==> src/rtl/nsa_pkg.sv <==
// nsa_pkg: shared definitions for the nibble-serial adder.
//   state_t : controller states (IDLE, RUN, DONE)
//   NIBBLE  : digit width processed per RUN cycle
package nsa_pkg;

    typedef enum logic [1:0] {
        IDLE = 2'd0,
        RUN  = 2'd1,
        DONE = 2'd2
    } state_t;

    localparam int unsigned NIBBLE = 4;

endpackage : nsa_pkg

==> src/rtl/adder4.sv <==
// adder4: combinational 4-bit ripple adder used once per RUN cycle.
//   a, b : nibble operands
//   cin  : carry into bit 0
//   s    : nibble sum
//   cout : carry out of bit 3
//   c3   : carry into bit 3 (needed for signed overflow on the top nibble)
module adder4 (
    input  logic [3:0] a,
    input  logic [3:0] b,
    input  logic       cin,
    output logic [3:0] s,
    output logic       cout,
    output logic       c3
);

    always_comb begin
        logic c;
        c    = cin;
        s    = '0;
        c3   = 1'b0;
        cout = 1'b0;
        for (int unsigned i = 0; i < 4; i++) begin
            s[i] = a[i] ^ b[i] ^ c;
            if (i == 3) begin
                c3 = c;
            end
            c = (a[i] & b[i]) | (c & (a[i] ^ b[i]));
        end
        cout = c;
    end

endmodule : adder4

==> src/rtl/nibble_serial_adder.sv <==
// nibble_serial_adder: adds two WIDTH-bit operands plus carry-in, one
// nibble per clock, least-significant nibble first.
//   clk, rst_n          : clock, synchronous active-low reset
//   in_valid / in_ready : operand handshake (ready only in IDLE)
//   A, B, Cin           : operands, latched on the accept edge
//   out_valid/out_ready : result handshake (valid only in DONE)
//   Sum, Cout, Ovf      : result, unsigned carry-out, signed overflow
module nibble_serial_adder
    import nsa_pkg::*;
#(
    parameter int unsigned WIDTH = 16
) (
    input  logic             clk,
    input  logic             rst_n,
    input  logic             in_valid,
    output logic             in_ready,
    input  logic [WIDTH-1:0] A,
    input  logic [WIDTH-1:0] B,
    input  logic             Cin,
    output logic             out_valid,
    input  logic             out_ready,
    output logic [WIDTH-1:0] Sum,
    output logic             Cout,
    output logic             Ovf
);

    localparam int unsigned NNIB = WIDTH / NIBBLE;
    localparam int unsigned IDXW = (NNIB > 1) ? $clog2(NNIB) : 1;
    localparam logic [IDXW-1:0] LAST_IDX = IDXW'(NNIB - 1);

    state_t state, state_nx;

    logic [WIDTH-1:0] a_r, b_r;
    logic [IDXW-1:0]  idx;
    logic             carry;

    logic [3:0] nib_a, nib_b, nib_s;
    logic       nib_co, nib_c3;
    logic       last_nib;

    // ------------------------------------------------------------------
    // Controller: state register + next-state/handshake decode
    // ------------------------------------------------------------------
    always_ff @(posedge clk) begin
        if (!rst_n) begin
            state <= IDLE;
        end else begin
            state <= state_nx;
        end
    end

    assign last_nib = (idx == LAST_IDX);

    always_comb begin
        state_nx  = state;
        in_ready  = 1'b0;
        out_valid = 1'b0;
        case (state)
            IDLE: begin
                in_ready = 1'b1;
                if (in_valid) begin
                    state_nx = RUN;
                end
            end
            RUN: begin
                if (last_nib) begin
                    state_nx = DONE;
                end
            end
            DONE: begin
                out_valid = 1'b1;
                if (out_ready) begin
                    state_nx = IDLE;
                end
            end
            default: state_nx = IDLE;
        endcase
    end

    // ------------------------------------------------------------------
    // Nibble select: constant-index mux keeps part-selects static
    // ------------------------------------------------------------------
    always_comb begin
        nib_a = '0;
        nib_b = '0;
        for (int unsigned k = 0; k < NNIB; k++) begin
            if (idx == IDXW'(k)) begin
                nib_a = a_r[k*NIBBLE +: NIBBLE];
                nib_b = b_r[k*NIBBLE +: NIBBLE];
            end
        end
    end

    adder4 u_adder4 (
        .a    (nib_a),
        .b    (nib_b),
        .cin  (carry),
        .s    (nib_s),
        .cout (nib_co),
        .c3   (nib_c3)
    );

    // ------------------------------------------------------------------
    // Datapath
    // ------------------------------------------------------------------
    always_ff @(posedge clk) begin
        if (!rst_n) begin
            a_r   <= '0;
            b_r   <= '0;
            idx   <= '0;
            carry <= 1'b0;
            Sum   <= '0;
            Cout  <= 1'b0;
            Ovf   <= 1'b0;
        end else begin
            case (state)
                IDLE: begin
                    if (in_valid) begin
                        a_r   <= A;
                        b_r   <= B;
                        carry <= Cin;
                        idx   <= '0;
                    end
                end
                RUN: begin
                    // Only the nibble being processed is rewritten; the rest
                    // of Sum keeps its previous contents until overwritten.
                    for (int unsigned k = 0; k < NNIB; k++) begin
                        if (idx == IDXW'(k)) begin
                            Sum[k*NIBBLE +: NIBBLE] <= nib_s;
                        end
                    end
                    carry <= nib_co;
                    if (last_nib) begin
                        idx  <= '0;
                        Cout <= nib_co;
                        Ovf  <= nib_c3 ^ nib_co;
                    end else begin
                        idx <= idx + 1'b1;
                    end
                end
                default: ;
            endcase
        end
    end

endmodule : nibble_serial_adder
==> config.mk <==
export PLATFORM = sky130hd
export DESIGN_NAME = nibble_serial_adder
export DESIGN_NICKNAME = d
export VERILOG_FILES = /design/src/rtl/nsa_pkg.sv /design/src/rtl/adder4.sv /design/src/rtl/nibble_serial_adder.sv
export SDC_FILE = /design/constraint.sdc
export NUM_CORES = 1
export LEC_CHECK = 0
export CORE_UTILIZATION = 40
export DETAILED_ROUTE_END_ITERATION = 10
export PLACE_DENSITY = 0.68
export SKIP_LAST_GASP = 1
export SLEW_MARGIN = 20
export SYNTH_ARGS = -nofsm -noshare
export SYNTH_HDL_FRONTEND = slang
export SYNTH_HIERARCHICAL = 1
export SYNTH_SLANG_ARGS = --single-unit
==> constraint.sdc <==
create_clock -name clk -period 4.15 [get_ports clk]
set_input_delay 0.83 -clock clk [delete_from_list [all_inputs] [get_ports clk]]
set_output_delay 0.83 -clock clk [all_outputs]
set_load 0.01 [all_outputs]
# == Word-level counts from Yosys, hierarchy flattened ==
# Cells that the tools add are included.
# classes
n_bitwise,21
mux,19
n_eq_ne,8
add_sub_neg,1
n_reduce_logical,10
# op_table
operator,count
$mux W4,8
$reduce_and A2 Y1,6
$mux W2,5
$xor A1 B1 Y1,9
$and A1 B1 Y1,8
$eq A2 B2 Y1 const B,3
$ne A2 B2 Y1 const B,3
$pmux W2 S3,1
$eq A2 B1 Y1 const B,2
$logic_not A2 Y1,2
$or A1 B1 Y1,4
$pmux W2 S2,1
$mux W1,3
$reduce_and A3 Y1,1
$add A2 B1 Y2 const B,1
$pmux W1 S2,1
$reduce_bool A2 Y1,1
# totals
in_bits,37
out_inout_bits,20
regBits,55

# == Depth between registers and ports, before layout ==
# logic_depth
word_depth,15
ltp_mapped,16

# == Hierarchy ==
# Netlist, hierarchy kept.
# by_module_without_submodules
module,seq_area_each_um2,area_per_inst_um2,cells_each,n_inst
nibble_serial_adder,1101.1,2502.4,237,1
adder4,0.0,110.1,12,1

# == Least setup slack after synthesis ==
# OpenSTA, ideal clock, no wires.
# synth_path
path_type,register -> register
start,register idx[1]
end,register Sum[15]
setup_ns,0.116
path_buffers,2
path_slack_ns,0.948
t_arrival_ns,3.086
path_stages_with_launch,16
cell_sequence,dfxtp_1 inv_1 ha_1 buf_2 nor2b_1 buf_2 a221oi_1 o31ai_1 fa_1 inv_1 fa_1 fa_1 inv_1 fa_1 mux2i_1 nor2b_1
# synth_via
elab_chain_cells,13
# synth_rtl
item,line,source
start: declaration,nibble_serial_adder.sv:34,logic [IDXW-1:0] idx;
start signal: assignment,nibble_serial_adder.sv:139,idx <= idx + 1'b1;
$logic_not A2 Y1,nibble_serial_adder.sv:87,if (idx == IDXW'(k)) begin
$mux W4 (3 in a row),nibble_serial_adder.sv:87,
$mux W4 (*),nibble_serial_adder.sv:87,
via nib_a[0],nibble_serial_adder.sv:37,"logic [3:0] nib_a, nib_b, nib_s;"
$xor A1 B1 Y1,adder4.sv:27,c = (a[i] & b[i]) | (c & (a[i] ^ b[i]));
$and A1 B1 Y1,adder4.sv:27,
$or A1 B1 Y1 (*),adder4.sv:27,
$and A1 B1 Y1 (*),adder4.sv:27,
$or A1 B1 Y1 (*),adder4.sv:27,
$and A1 B1 Y1 (*),adder4.sv:27,
$or A1 B1 Y1 (*),adder4.sv:27,
via nib_c3,nibble_serial_adder.sv:38,"logic nib_co, nib_c3;"
$xor A1 B1 Y1 (*),adder4.sv:23,s[i] = a[i] ^ b[i] ^ c;
via nib_s[3],nibble_serial_adder.sv:37,
end signal: indexed assignment,nibble_serial_adder.sv:130,Sum[k*NIBBLE +: NIBBLE] <= nib_s;
end: declaration,nibble_serial_adder.sv:22,"output logic [WIDTH-1:0] Sum,"
# The timed path passes the listed nets; every way through them passes the cells marked *.
# A chain may end at the register's enable or synchronous reset.

# == Final worst setup path ==
# layout_path
start,register idx[1]
end,register Sum[3]
# The elaborated chain is that of the path after synthesis.

==> impl_metrics.json <==
{
  "vias": 1813,
  "slowest_stage": "nor2b_1",
  "status": "finished, final reports clean",
  "cts_buffers": 5,
  "cts.sinks": 55,
  "min_period_ns": 3.76,
  "met1_usage_pct": 21.2,
  "cp_num_buf_inv": 3,
  "die_w_um": 82.8,
  "path_class": "reg -> reg",
  "reg2reg_depth": 13,
  "min_from": "carry",
  "ir_worst_vdd_mv": 0.142,
  "critical_path.top_delay_family": "adder cells",
  "antenna_found_initial": 0,
  "holdPathEnd": "carry",
  "root_buffer": "clkbuf_8",
  "core_area_mm2": 0.00631,
  "hold_viol": 0,
  "maxSlewViolCount": 0,
  "path_common_cell": "fa_1",
  "max_freq_mhz": 266,
  "path_cells": "inv_1 -> ha_1 -> nor2b_1 -> a221oi_1 -> o31ai_1 -> fa_1 -> inv_1 -> fa_1 -> fa_1 -> inv_1 -> fa_1 -> mux2i_1 -> nor2b_1",
  "drtPass1Iterations": 4,
  "hold_path_class": "reg -> reg",
  "dieHeight_um": 82.8,
  "syn_inst": 249,
  "yosysWarnings": 6,
  "grt_use_met3_pct": 2.98,
  "post_synth_num_cell_types": 25,
  "overflow": 0,
  "rsz0062_at_grt": "false",
  "final_net_count": 341,
  "timing.rr.end": "Sum[3]",
  "crit_fanout": 10,
  "grt_max_degree": 34,
  "max-slew-margin-rel_pct": 48.3,
  "placed_area_mm2": 0.00315,
  "start_util_pct": 41.4,
  "final_area_mm2": 0.00325,
  "io_buffers": 56,
  "cts_hold_buf": 0,
  "fin_crit_sh_pct": 90.7,
  "diodes": 0,
  "viasPerCell": 4.86,
  "clk-insertion-delay-late_ns": 0.30,
  "gp_congestion": 0.783,
  "hpwl_um": 3690,
  "max_cap_viol_count": 0,
  "fin_hold_ws_ns": 0.520,
  "setup_viol": 0,
  "power_density_mw_per_mm2": 337,
  "syn_area_per_cell_um2": 10.5,
  "post-route-util_pct": 51.5,
  "grt_use_total_pct": 14.9,
  "cts_max_level": 2,
  "synth-seq-cells": 55,
  "cp.required_ns": 4.34,
  "rrSetupSlack_ns": 0.39,
  "slowest_delay_ns": 0.50,
  "cts_tree": "built",
  "syn_nets": 294,
  "rows": 29,
  "syn2layout_area_growth_pct": 24.4,
  "reg2reg_from": "idx[1]",
  "post-cts-setup-buffer-count": 0,
  "crit_arrival_ns": 3.96,
  "ys_seq_area_share_pct": 42.1,
  "post_cts_resize_count": 0,
  "final_antenna_net_count": 0,
  "cp-end-kind": "flip-flop",
  "drc_errors": 0,
  "fillers": 591,
  "busiest_layer": "met2",
  "synth_area_mm2": 0.00261,
  "start_kind": "flip-flop",
  "first_global_vias": 1718,
  "drive_above_1_share_pct": 3.38,
  "final.setup.tns_ns": 0,
  "dr.first_iter.drc_count": 74,
  "path_clk_slew_ns": 0.09,
  "grt_pass1_wl_um": 8290,
  "power.leakage_nw": 1.31,
  "die_area_mm2": 0.00686,
  "cts_buffer_depth": 2,
  "ioPinCount": 57,
  "fin_skew_ns": 0.00619,
  "hold_depth": 2,
  "wl_um": 5000,
  "worst_slew_pin_slew_ns": 0.772,
  "met2_usage_pct": 22.8,
  "wl_per_cell_um": 13.4
}
[worst reg2reg max path, delay by kind of cell (launching register included)]
| family | cells | cell delay, ns |
|---|---|---|
| mux | 1 | 0.17 |
| fa+ha+maj | 5 | 1.79 |
| simple gates | 2 | 0.56 |
| compound gates | 2 | 0.51 |
| buf+inv | 3 | 0.24 |
| flops | 1 | 0.39 |
[synth_stat cells]
cell / count / area (um2)
nand2_1: 9 / 33.8
a21boi_0: 2 / 15.0
o31ai_1: 8 / 60.1
dfxtp_1: 55 / 1100
a2bb2oi_1: 1 / 8.76
o21ai_0: 1 / 5.00
nor3b_2: 1 / 12.5
clkbuf_1: 9 / 33.8
buf_12: 3 / 60.1
mux2i_1: 51 / 510
nor2b_1: 61 / 382
nand3b_2: 1 / 11.3
buf_2: 3 / 15.0
or3_1: 1 / 6.26
ha_1: 4 / 50.1
xor2_1: 1 / 8.76
buf_6: 3 / 33.8
a221oi_1: 9 / 78.8
inv_1: 14 / 52.6
nand2b_1: 2 / 12.5
o21bai_1: 1 / 7.51
fa_1: 4 / 80.1
nor3b_1: 1 / 7.51
nor2_1: 1 / 3.75
nand3b_1: 3 / 22.5
[metrics by stage]
stage	setup WS, ns	power (W)	std cells
2_1_floorplan	0.948	0.000705	249
3_3_place_gp	0.635	0.000766	366
3_5_place_dp	0.410	0.000771	366
4_1_cts	0.362	0.00110	373
5_1_grt	0.149	0.00115	373
6_report	0.388	0.00110	373
[worst max path at each step]
| stage | from | end | slack (ns) | cells after the start |
|---|---|---|---|---|
| after CTS | idx[1] | Sum[3] | 0.36 | 13 |
| after global placement | idx[1] | Sum[15] | 0.63 | 13 |
| after floorplan | idx[1] | Sum[15] | 0.95 | 15 |
| after detailed placement | idx[1] | Sum[3] | 0.41 | 13 |
| after global routing | idx[1] | Sum[7] | 0.15 | 13 |
| final | idx[1] | Sum[3] | 0.39 | 13 |
[kinds of logic after synthesis]
family                   after synthesis  synth area share [%]
XOR/XNOR                               1                 0.335
flip-flops                            55                  42.1
multiplexers                          51                  19.5
AO/OA/AOI/OAI                         22                  6.71
adder cells (fa/ha/maj)                8                  4.98
buffers and inverters                 32                  7.47
AND/OR/NAND/NOR                       80                  18.8
[cell type report]
type	count	area (um2)	share of cell area, %
Tap cell	77	96.3	2.96
Multi-Input combinational cell	162	1320	40.7
Inverter	14	52.6	1.62
Timing Repair Buffer	58	576	17.7
Clock buffer	6	72.6	2.23
Clock inverter	1	30.0	0.924
Sequential cell	55	1100	33.9
[power breakdown]
group / internal, W / leakage [nW] / switching (W)
registers: 0.000555 / 0.450 / 0.0000188
logic: 0.000101 / 0.811 / 0.0000820
clock network: 0.000177 / 0.0513 / 0.000162
[state kept, by name (all words and copies together), names as in the netlist]
signal	count
Sum	16
a_r	16
b_r	16
idx	2
state	2
Cout	1
Ovf	1
carry	1
[per-layer routing]
layer	wire length, um	share of wire, %
met1	2490	50
met2	2260	45
met3	210	4.2
met4	40	0.80
met5	0	0
[placed cells by master (no fill, tap or decap), drive strengths merged, types with 2 or more instances in the layout]
cell type / instances
nor2b: 61
clkdlybuf4s50: 56
dfxtp: 55
mux2i: 51
inv: 14
a221oi: 9
nand2: 9
o31ai: 8
clkbuf: 6
ha: 4
fa: 4
nand3b: 4
nand2b: 2
a21boi: 2
buf: 2
nor3b: 2
No activity file was read; power rests on OpenSTA's default activity.
